## config.mk

```make
export PLATFORM = sky130hd
export DESIGN_NAME = fqmul_rr_scheduler
export DESIGN_NICKNAME = d
export VERILOG_FILES = /design/src/rtl/fqmul_rr_scheduler_pkg.sv /design/src/rtl/fqmul_rr_scheduler_rr_pick.sv /design/src/rtl/fqmul_rr_scheduler.sv
export SDC_FILE = /design/constraint.sdc
export NUM_CORES = 1
export LEC_CHECK = 0
export ABC_AREA = 1
export BUFFER_PORTS_ARGS = -buffer_cell sky130_fd_sc_hd__buf_2
export CAP_MARGIN = 20
export CORE_AREA = 2 2 160 162
export CTS_CLUSTER_DIAMETER = 30
export DETAILED_ROUTE_END_ITERATION = 8
export DIE_AREA = 0 0 162 164
export PLACE_DENSITY_LB_ADDON = 0.1
export SYNTH_ARGS = -nofsm -noshare
export SYNTH_HDL_FRONTEND = slang
export SYNTH_SLANG_ARGS = --single-unit
export TNS_END_PERCENT = 1
```

## constraint.sdc

```tcl
create_clock -name clk_i -period 2.4 [get_ports clk_i]
set_input_delay 0.48 -clock clk_i [delete_from_list [all_inputs] [get_ports clk_i]]
set_output_delay 0.48 -clock clk_i [all_outputs]
set_load 0.05 [all_outputs]
```

## src/rtl/fqmul_rr_scheduler_pkg.sv

```systemverilog
// -----------------------------------------------------------------------------
// fqmul_rr_scheduler_pkg
//   Shared constants and types for the fqmul round-robin scheduler.
//   Q / MONT      : Dilithium modulus and Montgomery constant (2^32 mod Q, signed)
//   DEF_WIDTH     : default operand/result width
//   state_t       : scheduler FSM encoding
//   idx_width()   : lane-index width for a given requester count
// -----------------------------------------------------------------------------
package fqmul_rr_scheduler_pkg;

   localparam int Q         = 8380417;
   localparam int MONT      = -4186625;
   localparam int DEF_WIDTH = 32;

   typedef enum logic [2:0] {
      ST_IDLE  = 3'd0,
      ST_ISSUE = 3'd1,
      ST_WAIT  = 3'd2,
      ST_RESP  = 3'd3,
      ST_ABORT = 3'd4
   } state_t;

   // At least one bit even for degenerate counts so index vectors stay legal.
   function automatic int idx_width(input int n);
      return (n < 2) ? 1 : $clog2(n);
   endfunction

endpackage

```

## src/rtl/fqmul_rr_scheduler_rr_pick.sv

```systemverilog
// -----------------------------------------------------------------------------
// fqmul_rr_scheduler_rr_pick
//   Combinational round-robin picker: finds the first set request bit starting
//   at ptr and searching upward, wrapping past the last lane.
//   Ports:
//     req_i     N_REQ request vector
//     ptr_i     lane the search starts from (must be < N_REQ)
//     valid_o   some request is set
//     idx_o     index of the chosen lane
//     onehot_o  one-hot form of idx_o (zero when valid_o is low)
// -----------------------------------------------------------------------------
module fqmul_rr_scheduler_rr_pick
   import fqmul_rr_scheduler_pkg::*;
#(
   parameter int N_REQ = 4,
   parameter int IDX_W = 2
) (
   input  logic [N_REQ-1:0] req_i,
   input  logic [IDX_W-1:0] ptr_i,
   output logic             valid_o,
   output logic [IDX_W-1:0] idx_o,
   output logic [N_REQ-1:0] onehot_o
);

   // Lane that is k positions after ptr, modulo N_REQ.
   function automatic logic [IDX_W-1:0] lane_at(input logic [IDX_W-1:0] ptr, input int k);
      int s;
      s = int'(ptr) + k;
      if (s >= N_REQ) s = s - N_REQ;
      return IDX_W'(s);
   endfunction

   // Scan from the farthest lane back toward ptr so the closest hit wins.
   always_comb begin
      valid_o = 1'b0;
      idx_o   = '0;
      for (int k = N_REQ - 1; k >= 0; k--) begin
         if (req_i[lane_at(ptr_i, k)]) begin
            valid_o = 1'b1;
            idx_o   = lane_at(ptr_i, k);
         end
      end
   end

   always_comb begin
      onehot_o = '0;
      if (valid_o) onehot_o[idx_o] = 1'b1;
   end

endmodule

```

## src/rtl/fqmul_rr_scheduler.sv

```systemverilog
// -----------------------------------------------------------------------------
// fqmul_rr_scheduler
//   Shares one external fqmul multiplier among N_REQ requesters in round-robin
//   order, one transaction at a time, with a watchdog that aborts and resets a
//   multiplier that never reports done.
//   Ports:
//     clk_i, rst_ni   clock, asynchronous active-low reset
//     req_i           per-lane request, held with operands until own done
//     op_a_i, op_b_i  packed signed operands, lane i = [i*WIDTH +: WIDTH]
//     gnt_o           one-hot grant, ISSUE through RESP/ABORT
//     done_o          one-cycle pulse to the granted lane, result_o valid then
//     result_o        registered product, held until the next completion
//     err_o           one-cycle pulse to the granted lane on watchdog abort
//     busy_o          FSM not idle
//     mul_start_o     one-cycle start pulse to the multiplier
//     mul_a_o/mul_b_o latched operands to the multiplier
//     mul_reset_o     active-high synchronous reset to the multiplier
//     mul_done_i      multiplier done
//     mul_reduce_i    multiplier result, taken only on mul_done_i in WAIT
// -----------------------------------------------------------------------------
module fqmul_rr_scheduler
   import fqmul_rr_scheduler_pkg::*;
#(
   parameter int N_REQ   = 4,
   parameter int WIDTH   = DEF_WIDTH,
   parameter int TIMEOUT = 64
) (
   input  logic                   clk_i,
   input  logic                   rst_ni,
   input  logic [N_REQ-1:0]       req_i,
   input  logic [N_REQ*WIDTH-1:0] op_a_i,
   input  logic [N_REQ*WIDTH-1:0] op_b_i,
   output logic [N_REQ-1:0]       gnt_o,
   output logic [N_REQ-1:0]       done_o,
   output logic [WIDTH-1:0]       result_o,
   output logic [N_REQ-1:0]       err_o,
   output logic                   busy_o,
   output logic                   mul_start_o,
   output logic [WIDTH-1:0]       mul_a_o,
   output logic [WIDTH-1:0]       mul_b_o,
   output logic                   mul_reset_o,
   input  logic                   mul_done_i,
   input  logic [WIDTH-1:0]       mul_reduce_i
);

   localparam int IDX_W  = idx_width(N_REQ);
   localparam int WDOG_W = $clog2(TIMEOUT);

   state_t                   state_q;
   logic [IDX_W-1:0]         ptr_q;
   logic [IDX_W-1:0]         idx_q;
   logic [N_REQ-1:0]         gnt_q;
   logic [N_REQ-1:0]         done_q;
   logic [N_REQ-1:0]         err_q;
   logic                     start_q;
   logic                     mul_reset_q;
   logic signed [WIDTH-1:0]  result_q;
   logic signed [WIDTH-1:0]  mul_a_q;
   logic signed [WIDTH-1:0]  mul_b_q;
   logic [WDOG_W-1:0]        wdog_q;

   logic [IDX_W-1:0]         ptr_d;
   logic [WDOG_W-1:0]        wdog_d;
   logic                     wdog_expired;

   logic                     pick_vld;
   logic [IDX_W-1:0]         pick_idx;
   logic [N_REQ-1:0]         pick_oh;

   fqmul_rr_scheduler_rr_pick #(
      .N_REQ (N_REQ),
      .IDX_W (IDX_W)
   ) u_pick (
      .req_i    (req_i),
      .ptr_i    (ptr_q),
      .valid_o  (pick_vld),
      .idx_o    (pick_idx),
      .onehot_o (pick_oh)
   );

   // Pointer moves to the lane after the one just served, so a lane that keeps
   // requesting cannot starve the others.
   assign ptr_d        = (idx_q == IDX_W'(N_REQ - 1)) ? '0 : idx_q + 1'b1;
   assign wdog_d       = wdog_q + 1'b1;
   assign wdog_expired = (wdog_q == WDOG_W'(TIMEOUT - 1));

   // Pulse outputs default low every cycle; each state raises what it owns.
   // mul_reset is held high through reset and falls on the first edge after.
   always_ff @(posedge clk_i or negedge rst_ni) begin
      if (!rst_ni) begin
         state_q     <= ST_IDLE;
         ptr_q       <= '0;
         idx_q       <= '0;
         gnt_q       <= '0;
         done_q      <= '0;
         err_q       <= '0;
         start_q     <= 1'b0;
         mul_reset_q <= 1'b1;
         result_q    <= '0;
         mul_a_q     <= '0;
         mul_b_q     <= '0;
         wdog_q      <= '0;
      end else begin
         start_q     <= 1'b0;
         done_q      <= '0;
         err_q       <= '0;
         mul_reset_q <= 1'b0;
         case (state_q)
            ST_IDLE: begin
               if (pick_vld) begin
                  idx_q   <= pick_idx;
                  gnt_q   <= pick_oh;
                  mul_a_q <= op_a_i[pick_idx*WIDTH +: WIDTH];
                  mul_b_q <= op_b_i[pick_idx*WIDTH +: WIDTH];
                  start_q <= 1'b1;
                  state_q <= ST_ISSUE;
               end
            end
            // A done seen here belongs to nothing we issued, so it is ignored.
            ST_ISSUE: begin
               wdog_q  <= '0;
               state_q <= ST_WAIT;
            end
            // Done is checked before the watchdog so a result arriving on the
            // last allowed cycle is still delivered.
            ST_WAIT: begin
               if (mul_done_i) begin
                  result_q <= mul_reduce_i;
                  done_q   <= gnt_q;
                  state_q  <= ST_RESP;
               end else if (wdog_expired) begin
                  err_q       <= gnt_q;
                  mul_reset_q <= 1'b1;
                  state_q     <= ST_ABORT;
               end else begin
                  wdog_q <= wdog_d;
               end
            end
            ST_RESP, ST_ABORT: begin
               ptr_q   <= ptr_d;
               gnt_q   <= '0;
               state_q <= ST_IDLE;
            end
            default: begin
               gnt_q   <= '0;
               state_q <= ST_IDLE;
            end
         endcase
      end
   end

   assign gnt_o       = gnt_q;
   assign done_o      = done_q;
   assign err_o       = err_q;
   assign result_o    = result_q;
   assign busy_o      = (state_q != ST_IDLE);
   assign mul_start_o = start_q;
   assign mul_a_o     = mul_a_q;
   assign mul_b_o     = mul_b_q;
   assign mul_reset_o = mul_reset_q;

endmodule

```

==> impl_metrics.yaml <==
route:
  vias: 8525
  drt-initial-drc-count: 495
  wl_met1_um: 12000
  drt-pass1-iter-count: 7
  wl_um: 28470
  drc: 0
  detail-route-antenna-nets: 0
  avgRoutedWirePerCell_um: 15.38
  dr_wl_met2_um: 13790
  highest_layer: "met5"
  route.met3.wl_um: 2168
  via_per_inst: 4.606
sta:
  finalSetupTns_ns: 0
  worstMarginPinSlew_ns: 0.5146
  finalWorstPathRequiredPeriod_ns: 2.138
  worst_slack_ns: 0.2619
  hold_viol: 0
  fin_worst_skew_ns: 0.01216
  slew_viol_final: 0
  finalSetupViolCount: 0
  max-slew-margin-rel_pct: 65.69
  rsz0062_at_grt: "false"
  fmax_mhz: 467.7
  finalCritPeriodShare_pct: 89.09
synthesis:
  yosys.area.top_type_share_pct: 39.49
  synthCells: 1134
  synth_warnings: 0
  synth_seq_cells: 123
  yosys.cell_types.count: 26
  synth.yosys.seq_area_share_pct: 39.83
  netlist_area_sq_mm: 0.007731
  synth_ff_type: "dfrtp_1"
  yosysTopAreaCell: "dfrtp_1"
  netlist_top_cells_count: "nand2_1 (560), nand3_1 (139), dfrtp_1 (122), inv_1 (84), nand3b_1 (64)"
  synth_most_common_cell: "nand2_1"
  synthArstFlopShare_pct: 100.0
  syn-num-nets: 1431
  synth_area_leaders: "dfrtp_1 (39%), nand2_1 (27%), nand3_1 (9.0%), nand3b_1 (6.2%), mux2_2 (4.7%)"
  avgSynthCellArea_sq_um: 6.818
  synth_edf_count: 0
die:
  core_area_sq_mm: 0.02482
  ios: 406
  rows: 58
  dieArea_sq_mm: 0.02657
  initial_core_util_pct: 31.15
  die_y_um: 164
  fp.dieW_um: 162
critical_path:
  crit_required_ns: 2.74
  path_max_fanout: 42
  reg2reg_to: "gnt_o[1]"
  startpoint_type: "register"
  crit_slowest_cell: "dfrtp_2"
  cp_slowest_stage_delay_ns: 0.49
  end_kind: "register"
  critPathKind: "reg -> reg"
  crit_path_frequent_cell: "nand2_1"
  reg2reg_depth: 11
  cp.arrival_ns: 2.48
  rr_startpoint: "ptr_q[0]"
  r2r_slack_ns: 0.26
  worstPathCellList: "inv_4, nand2_1, nand3_1, nand2_1, inv_1, nand3_1, nor2_1, nor2_4, buf_4, nand2_1, o22ai_1"
place:
  dp_hpwl_um: 20560
  port_buffers: 405
  gp_congestion: 0.8796
  dp.cells: 1814
  place_ws_ns: 0.1032
finish:
  drive_gt1_share_pct: 33.11
  syn2layout_area_growth_pct: 39.42
  nNetsFinal: 1803
  fill_cells: 2690
  final_cells: 1851
power:
  power_density_mw_per_mm2: 1827
  power_leakage_nw: 6.365
  ir_drop_mv: 0.8754
  total_power_w: 0.01969
job:
  cap_violations: 0
clock_tree:
  cts_made_buffers: 17
  cts-root-buf: "clkbuf_16"
  clockBufferDepth: 2
  path_clk_slew_ns: 0.07
  htreeDepth: 4
  insertion_delay_ns: 0.42
  numClockSinks: 123
  cts_tree: "done"
worst_hold_path:
  hold_end: "mul_reset_o"
  hp-start: "mul_done_i"
  holdPathStages: 2
  hp-class: "in -> reg"
grt:
  grt_usage_pct: 21.08
  grt_max_degree: 76
  grt_pass1_vias: 8333
  grt_pass1_wl_um: 44220
  grt_overflow: 0
  antenna_found_initial: 3
status:
  outcome: "completed"
-- repair_timing --
action                                  CTS  global route
endpoints found under the setup margin    0            63
hold endpoints to repair                 36             0
hold buffers                              1             0
buffers inserted                          0             2
gates resized for setup                   0             3
-- placed cells by master, fill, tap and decap left out, drive strengths merged --
| cell | n |
|---|---|
| dfstp | 1 |
| dlygate4sd3 | 1 |
| nand3b | 64 |
| ha | 2 |
| inv | 97 |
| xor2 | 1 |
| nor2 | 25 |
| bufinv | 2 |
| buf | 427 |
| nand3 | 139 |
| clkbuf | 18 |
| nor3 | 4 |
| a21oi | 5 |
| o22ai | 1 |
| a32o | 1 |
| dfrtp | 122 |
| diode | 2 |
| nand2 | 562 |
| mux2 | 32 |
| clkinv | 1 |
| clkinvlp | 2 |
| o21a | 1 |
| o21ai | 11 |
-- through the flow --
| step | util, % | hold slack [ns] | cell area [sq um] |
|---|---|---|---|
| 6_report | 43.43 | 0.2512 | 10780 |
| 3_5_place_dp | 40.78 | 0.4326 | 10120 |
| 5_1_grt | 43.42 | 0.2282 | 10780 |
| 4_1_cts | 43.28 | 0.2233 | 10740 |
| 3_3_place_gp | 40.78 | 0.4227 | 10120 |
| 2_1_floorplan | - | 0.1844 | 7731 |
-- metal layers --
metal  up-vias  GRT usage, %
met2       293         35.86
met1      3919         25.95
li1       4275             -
met4         2         5.672
met5         -             0
met3        36         6.490
-- critical path, delay by kind of cell (launching register included) --
| family | cells | cell delay [ns] |
|---|---|---|
| and+or+nand+nor | 7 | 0.80 |
| buffers and inverters | 3 | 0.59 |
| AOI/OAI and AO/OA | 1 | 0.17 |
| DFF | 1 | 0.49 |
-- logic make-up (layout without fill, tap and decap cells) --
kind of cell    count (synthesis)  count (layout)  share of synthesized area, %
compound gates                 19              19                         1.343
flops                         123             123                         39.83
simple gates                  794             794                         44.07
mux                            32              32                         4.661
other cells                     0               2                             0
xor+xnor                        1               1                        0.1133
buf+inv                       163             548                         9.662
fa+ha+maj                       2               2                        0.3236
-- state kept, by name (all words and copies together), names as in the netlist, 3 cells and up --
signal / flops
state_q: 3
result_o: 32
gnt_o: 4
wdog_q: 6
mul_a_o: 32
err_o: 4
mul_b_o: 32
done_o: 4
-- final cells by class --
class	count	area [sq um]	share of cell area, %
Multi-Input combinational cell	848	3948	36.62
Sequential cell	123	3080	28.58
Timing Repair Buffer	428	2391	22.18
Inverter	88	332.8	3.088
Clock inverter	14	170.2	1.579
Antenna cell	2	5.005	0.04643
Clock buffer	18	439.2	4.074
Tap cell	330	412.9	3.831
-- where the power goes --
part           total, W  switching (W)  internal [W]
Sequential      0.00356       0.000514       0.00305
Combinational    0.0135        0.00943       0.00403
Clock           0.00268        0.00108       0.00160
Total            0.0197         0.0110       0.00867
-- worst max path at each step --
stage	start	end	slack [ns]	cells past startpoint
detailed placement	ptr_q[0]	mul_b_o[21]	0.10	15
finish	ptr_q[0]	gnt_o[1]	0.26	11
floorplan	state_q[2]	mul_a_o[24]	0.55	8
CTS	ptr_q[0]	mul_b_o[21]	0.07	15
global route	ptr_q[0]	mul_a_o[29]	0.002	14
global placement	ptr_q[0]	gnt_o[1]	0.15	11
(Power assumes the default switching activity.)
